[src/rtl/arcade_input_conditioner_if.sv]
// Button bus between the raw cabinet inputs and the game core.
// master: input source (board / bench); slave: the conditioner.
interface arcade_input_conditioner_if;
  logic [7:0] btn_in;      // raw active-high buttons, asynchronous to the core clock
  logic [7:0] BUTTON;      // conditioned active-low buttons
  logic       coin_event;  // one-cycle strobe per accepted coin

  modport master (
    output btn_in,
    input  BUTTON,
    input  coin_event
  );

  modport slave (
    input  btn_in,
    output BUTTON,
    output coin_event
  );
endinterface

[src/rtl/arcade_input_conditioner.sv]
// Arcade button conditioner: per-bit 2-flop synchronizer, per-bit debounce,
// registered active-low outputs, and a coin shaper that turns each accepted
// coin press into one fixed-width low pulse followed by a hold-off.
module arcade_input_conditioner #(
  parameter int unsigned DEBOUNCE_CYCLES = 250000,
  parameter int unsigned COIN_PULSE      = 1250000,
  parameter int unsigned COIN_GAP        = 2500000
) (
  input logic                        clk_25,
  input logic                        reset,
  arcade_input_conditioner_if.slave  bus
);

  localparam int unsigned DbW     = $clog2(DEBOUNCE_CYCLES + 1);
  localparam int unsigned CoinMax = (COIN_PULSE > COIN_GAP) ? COIN_PULSE : COIN_GAP;
  localparam int unsigned CoinW   = $clog2(CoinMax + 1);

  localparam logic [DbW-1:0]   DbLast    = DbW'(DEBOUNCE_CYCLES - 1);
  localparam logic [CoinW-1:0] PulseLast = CoinW'(COIN_PULSE - 1);
  localparam logic [CoinW-1:0] GapLast   = CoinW'(COIN_GAP - 1);

  typedef enum logic [1:0] {StIdle, StPulse, StHoldoff, StWaitRel} coin_st_e;

  logic [7:0]     s1_q, s2_q;
  logic [7:0]     stable_q, stable_d;
  logic [DbW-1:0] db_cnt_q [8];
  logic [DbW-1:0] db_cnt_d [8];

  coin_st_e         coin_st_q, coin_st_d;
  logic [CoinW-1:0] coin_cnt_q, coin_cnt_d;
  logic             coin_prev_q;
  logic             coin_rise;

  logic [7:0] button_q, button_d;
  logic       coin_event_q, coin_event_d;

  // Two-flop synchronizer on every raw input bit
  always_ff @(posedge clk_25) begin
    if (reset) begin
      s1_q <= '0;
      s2_q <= '0;
    end else begin
      s1_q <= bus.btn_in;
      s2_q <= s1_q;
    end
  end

  // Debounce next state: count consecutive cycles the synced bit disagrees with stable
  always_comb begin
    stable_d = stable_q;
    for (int i = 0; i < 8; i++) begin
      db_cnt_d[i] = '0;
      if (s2_q[i] != stable_q[i]) begin
        if (db_cnt_q[i] == DbLast) begin
          stable_d[i] = s2_q[i];
        end else begin
          db_cnt_d[i] = db_cnt_q[i] + DbW'(1);
        end
      end
    end
  end

  // Debounce state registers
  always_ff @(posedge clk_25) begin
    if (reset) begin
      stable_q <= '0;
      for (int i = 0; i < 8; i++) begin
        db_cnt_q[i] <= '0;
      end
    end else begin
      stable_q <= stable_d;
      for (int i = 0; i < 8; i++) begin
        db_cnt_q[i] <= db_cnt_d[i];
      end
    end
  end

  assign coin_rise = stable_q[2] & ~coin_prev_q;

  // Coin FSM state register
  always_ff @(posedge clk_25) begin
    if (reset) begin
      coin_st_q   <= StIdle;
      coin_cnt_q  <= '0;
      coin_prev_q <= 1'b0;
    end else begin
      coin_st_q   <= coin_st_d;
      coin_cnt_q  <= coin_cnt_d;
      coin_prev_q <= stable_q[2];
    end
  end

  // Coin FSM next state; presses outside StIdle are dropped, never queued
  always_comb begin
    coin_st_d  = coin_st_q;
    coin_cnt_d = coin_cnt_q;
    case (coin_st_q)
      StIdle: begin
        if (coin_rise) begin
          coin_st_d  = StPulse;
          coin_cnt_d = '0;
        end
      end
      StPulse: begin
        if (coin_cnt_q == PulseLast) begin
          coin_st_d  = StHoldoff;
          coin_cnt_d = '0;
        end else begin
          coin_cnt_d = coin_cnt_q + CoinW'(1);
        end
      end
      StHoldoff: begin
        if (coin_cnt_q == GapLast) begin
          coin_st_d  = StWaitRel;
          coin_cnt_d = '0;
        end else begin
          coin_cnt_d = coin_cnt_q + CoinW'(1);
        end
      end
      StWaitRel: begin
        if (!stable_q[2]) begin
          coin_st_d = StIdle;
        end
      end
      default: begin
        coin_st_d  = StIdle;
        coin_cnt_d = '0;
      end
    endcase
  end

  // Output decode; coin bit follows the next FSM state so it lines up with the other bits
  always_comb begin
    button_d     = ~stable_q;
    button_d[2]  = (coin_st_d != StPulse);
    coin_event_d = (coin_st_q == StIdle) && coin_rise;
  end

  // Output register keeps BUTTON and coin_event glitch-free
  always_ff @(posedge clk_25) begin
    if (reset) begin
      button_q     <= 8'hFF;
      coin_event_q <= 1'b0;
    end else begin
      button_q     <= button_d;
      coin_event_q <= coin_event_d;
    end
  end

  assign bus.BUTTON     = button_q;
  assign bus.coin_event = coin_event_q;

endmodule

[src/flat_wrapper.sv]
// flat-port wrapper written by rule: the top's interface ports become plain ports
module arcade_input_conditioner_flat 
#(
  parameter int unsigned DEBOUNCE_CYCLES = 250000,
  parameter int unsigned COIN_PULSE      = 1250000,
  parameter int unsigned COIN_GAP        = 2500000
)
  (clk_25, reset, bus_btn_in, bus_BUTTON, bus_coin_event);
  arcade_input_conditioner_if bus_i ();
  input logic clk_25;
  input logic reset;
  input wire logic [$bits(bus_i.btn_in)-1:0] bus_btn_in;
  output wire logic [$bits(bus_i.BUTTON)-1:0] bus_BUTTON;
  output wire logic [$bits(bus_i.coin_event)-1:0] bus_coin_event;
  assign bus_i.btn_in = bus_btn_in;
  assign bus_BUTTON = bus_i.BUTTON;
  assign bus_coin_event = bus_i.coin_event;
  arcade_input_conditioner #(.DEBOUNCE_CYCLES(DEBOUNCE_CYCLES), .COIN_PULSE(COIN_PULSE), .COIN_GAP(COIN_GAP)) u_core (.clk_25(clk_25), .reset(reset), .bus(bus_i));
endmodule
[config.mk]
export PLATFORM = sky130hd
export DESIGN_NAME = arcade_input_conditioner_flat
export DESIGN_NICKNAME = d
export VERILOG_FILES = /design/src/rtl/arcade_input_conditioner_if.sv /design/src/rtl/arcade_input_conditioner.sv /design/src/flat_wrapper.sv
export SDC_FILE = /design/constraint.sdc
export NUM_CORES = 1
export LEC_CHECK = 0
export CELL_PAD_IN_SITES_DETAIL_PLACEMENT = 0
export CELL_PAD_IN_SITES_GLOBAL_PLACEMENT = 1
export CORE_UTILIZATION = 50
export CTS_BUF_LIST = sky130_fd_sc_hd__clkbuf_8
export CTS_CLUSTER_SIZE = 10
export DETAILED_ROUTE_END_ITERATION = 7
export GPL_TIMING_DRIVEN = 0
export PLACE_DENSITY_LB_ADDON = 0.1
export SYNTH_ARGS = -nofsm -noshare
export SYNTH_HDL_FRONTEND = slang
export SYNTH_SLANG_ARGS = --single-unit
[constraint.sdc]
create_clock -name clk_25 -period 3.1 [get_ports clk_25]
set_input_delay 0.31 -clock clk_25 [delete_from_list [all_inputs] [get_ports clk_25]]
set_output_delay 0.31 -clock clk_25 [all_outputs]
set_load 0.05 [all_outputs]
==> results.json <==
{
  "status": "complete, no violations",
  "cts_inserted_buffers": 36,
  "cts_tree": "built",
  "ys_warn_count": 0,
  "via_per_inst": 4.96,
  "drc": 0,
  "muxShareOfSynthArea_pct": 1.07,
  "hold_class": "primary input to flip-flop",
  "drive_gt1_share_pct": 6.51,
  "final_antenna_net_count": 0,
  "power.density_nw_per_um2": 556,
  "cap_violations": 0,
  "finClkSkew_ps": 11.2,
  "slew_violations": 0,
  "cts.sinks": 202,
  "ios": 19,
  "grt_max_degree": 11,
  "synth-compound-area-share_pct": 2.13,
  "setup_ws_ps": 427,
  "post-place-ws_ps": 384,
  "synth_top_area_share_pct": 48.1,
  "grt_remaining_overflow": 0,
  "grt_pass1_wl_mm": 26.9,
  "synth_edf_count": 0,
  "worst_ep_required_time_ps": 3490,
  "grt_use_total_pct": 18.6,
  "cp-start-kind": "flip-flop",
  "insertion_delay_ps": 520,
  "dp_hpwl_mm": 10.4,
  "cts_resized": 0,
  "synth_xor_area_share_pct": 15.7,
  "synth_simple_gate_area_share_pct": 28.2,
  "cts_hold_buffers": 0,
  "syn_inst": 948,
  "ir_worst_vdd_v": 0.000317,
  "drt-initial-drc-count": 197,
  "routabilityCongestion": 0.808,
  "wl_per_cell_um": 12.2,
  "die_w_um": 132,
  "setup_viol": 0,
  "die_area_um2": 17400,
  "rows": 47,
  "synth_flop_cell": "dfxtp_1",
  "path_max_fanout": 10,
  "htree_num_levels": 2,
  "cts-root-buf": "clkbuf_8",
  "drt_wl_total_mm": 15.2,
  "end_kind": "flip-flop",
  "max_slew_margin_pct": 47.0,
  "synth-seq-area-share_pct": 48.1,
  "synth_nets": 972,
  "yosys_register_bits": 202,
  "antenna_found_initial": 0,
  "crit_arrival_ps": 3060,
  "syn_to_final_growth_pct": 14.9,
  "final_hold_viol_count": 0,
  "die_y_um": 132,
  "power_leakage_nw": 3.14,
  "setup_tns_ps": 0,
  "critPathKind": "flip-flop to flip-flop",
  "synth_top_family_by_area": "simple AND/OR/NAND/NOR gates",
  "drt_first_pass_iters": 6,
  "syn_area_um2": 8410,
  "synthTopCellsByArea": "dfxtp_1 (48%), nor2_1 (9.7%), xnor2_1 (8.1%)",
  "synthAdderAreaFrac_pct": 2.08,
  "grt_pass1_vias": 5965,
  "fmax_ghz": 0.374,
  "initial_core_util_pct": 50.9,
  "period_share_pct": 86.2,
  "async_reset_ff_share_pct": 0,
  "clk_pin_slew_ps": 50,
  "rsz0062_at_grt": "false",
  "n_antenna_cell": 0,
  "synth_cell_types": 42,
  "core-area_um2": 16500,
  "layout.nets": 1027,
  "yosys.area.top_type": "dfxtp_1",
  "finalCriticalPeriod_ps": 2670,
  "nFillCells": 1569,
  "worst_pin_slew_ps": 793,
  "synth.avg_cell_area_um2": 8.88,
  "post_cts_buffers": 0,
  "clockBufferDepth": 3,
  "vias": 6198,
  "port-buffer-count": 17,
  "hold_ws_ps": 226
}
## stage by stage
stage	total power, mW	instances	util (%)	instance area, um^2
floorplan	2.71	948	-	8410
global placement	2.75	1185	53.6	8860
detailed placement	2.74	1185	53.6	8860
CTS	5.47	1249	58.5	9670
global route	5.59	1249	58.5	9670
finish	5.37	1249	58.5	9670
## state kept, by name, summed over array words and instances, names as in the netlist
| signal | count |
|---|---|
| u_core.coin_cnt_q | 22 |
| u_core.bus.BUTTON | 8 |
| u_core.coin_st_q | 2 |
| u_core.s2_q | 8 |
| u_core.coin_prev_q | 1 |
| u_core.bus.coin_event | 1 |
| u_core.stable_q | 8 |
| u_core.db_cnt_q | 144 |
| u_core.s1_q | 8 |
## layer usage
| layer | GRT usage, % | vias to the layer above | share of wire [%] |
|---|---|---|---|
| li1 | - | 3275 | - |
| met1 | 23.9 | 2831 | 50 |
| met2 | 30.1 | 61 | 44 |
| met3 | 3.94 | 31 | 3.6 |
| met4 | 8.01 | 0 | 2.3 |
| met5 | 0 | - | 0 |
## final cells by class
| type | count | area, um^2 | area share [%] |
|---|---|---|---|
| sequential | 202 | 4040 | 41.8 |
| clock inverter | 16 | 145 | 1.50 |
| timing repair buffer | 17 | 170 | 1.76 |
| clock buffer | 48 | 661 | 6.83 |
| tap | 220 | 275 | 2.85 |
| multi-input combinational | 693 | 4140 | 42.8 |
| inverter | 29 | 109 | 1.13 |
| buffer | 24 | 124 | 1.28 |
## cells in the final DEF (no fill, tap or decap), types with 19 or more instances in the layout
| cell type | count |
|---|---|
| clkbuf_1 | 19 |
| clkbuf_8 | 49 |
| dfxtp_1 | 202 |
| inv_1 | 39 |
| nand2_1 | 63 |
| nand3_1 | 72 |
| nand4_1 | 33 |
| nor2_1 | 217 |
| xnor2_1 | 78 |
| xor2_1 | 73 |
## cells in the mapped netlist, types with 9 or more instances
cell      instances
xor2_1           73
xnor2_1          78
or3_1            11
nand3_1          72
nand2_1          63
ha_1             14
nor2_1          217
mux2i_1           9
clkbuf_1         19
dfxtp_1         202
nand4_1          33
inv_1            28
nor2b_1          18
nor3_1           18
and3_1           15
nor4_1           17
## final timing paths
kind	depth (start not counted)	end	start	slack, ps
max	10	u_core.db_cnt_q[0][50]$_SDFF_PP0_	u_core.db_cnt_q[0][36]$_SDFF_PP0_	430
min	4	u_core.coin_cnt_q[7]$_SDFFE_PP0P_	reset	230
max reg2reg	10	u_core.db_cnt_q[0][50]$_SDFF_PP0_	u_core.db_cnt_q[0][36]$_SDFF_PP0_	430
min reg2reg	1	u_core.bus.BUTTON[5]$_SDFF_PP1_	u_core.stable_q[5]$_SDFFE_PP0P_	410
## worst max-delay path, cell delays in order, from the launching register on
cell and delay [ps]:
dfxtp_1 350, ha_1 190, and3_1 160, clkbuf_1 240, nand4_1 130, nor4b_1 300, and3_1 250, or3_1 110
clkbuf_1 330, clkbuf_1 400, nor2_1 100
## power breakdown
group / total (mW) / internal [mW] / switching (mW)
Clock: 2.69 / 1.63 / 1.05
Combinational: 0.0702 / 0.0281 / 0.0421
Sequential: 2.62 / 2.61 / 0.00641
## kinds of logic (layout without fill, tap and decap cells)
kind of cell,Yosys count,after routing
adder cells (fa/ha/maj),14,14
buffers and inverters,53,134
AO/OA/AOI/OAI,23,23
flip-flops,202,202
XOR/XNOR,151,151
AND/OR/NAND/NOR,496,496
multiplexers,9,9
No activity file was read; power rests on OpenSTA's default activity.
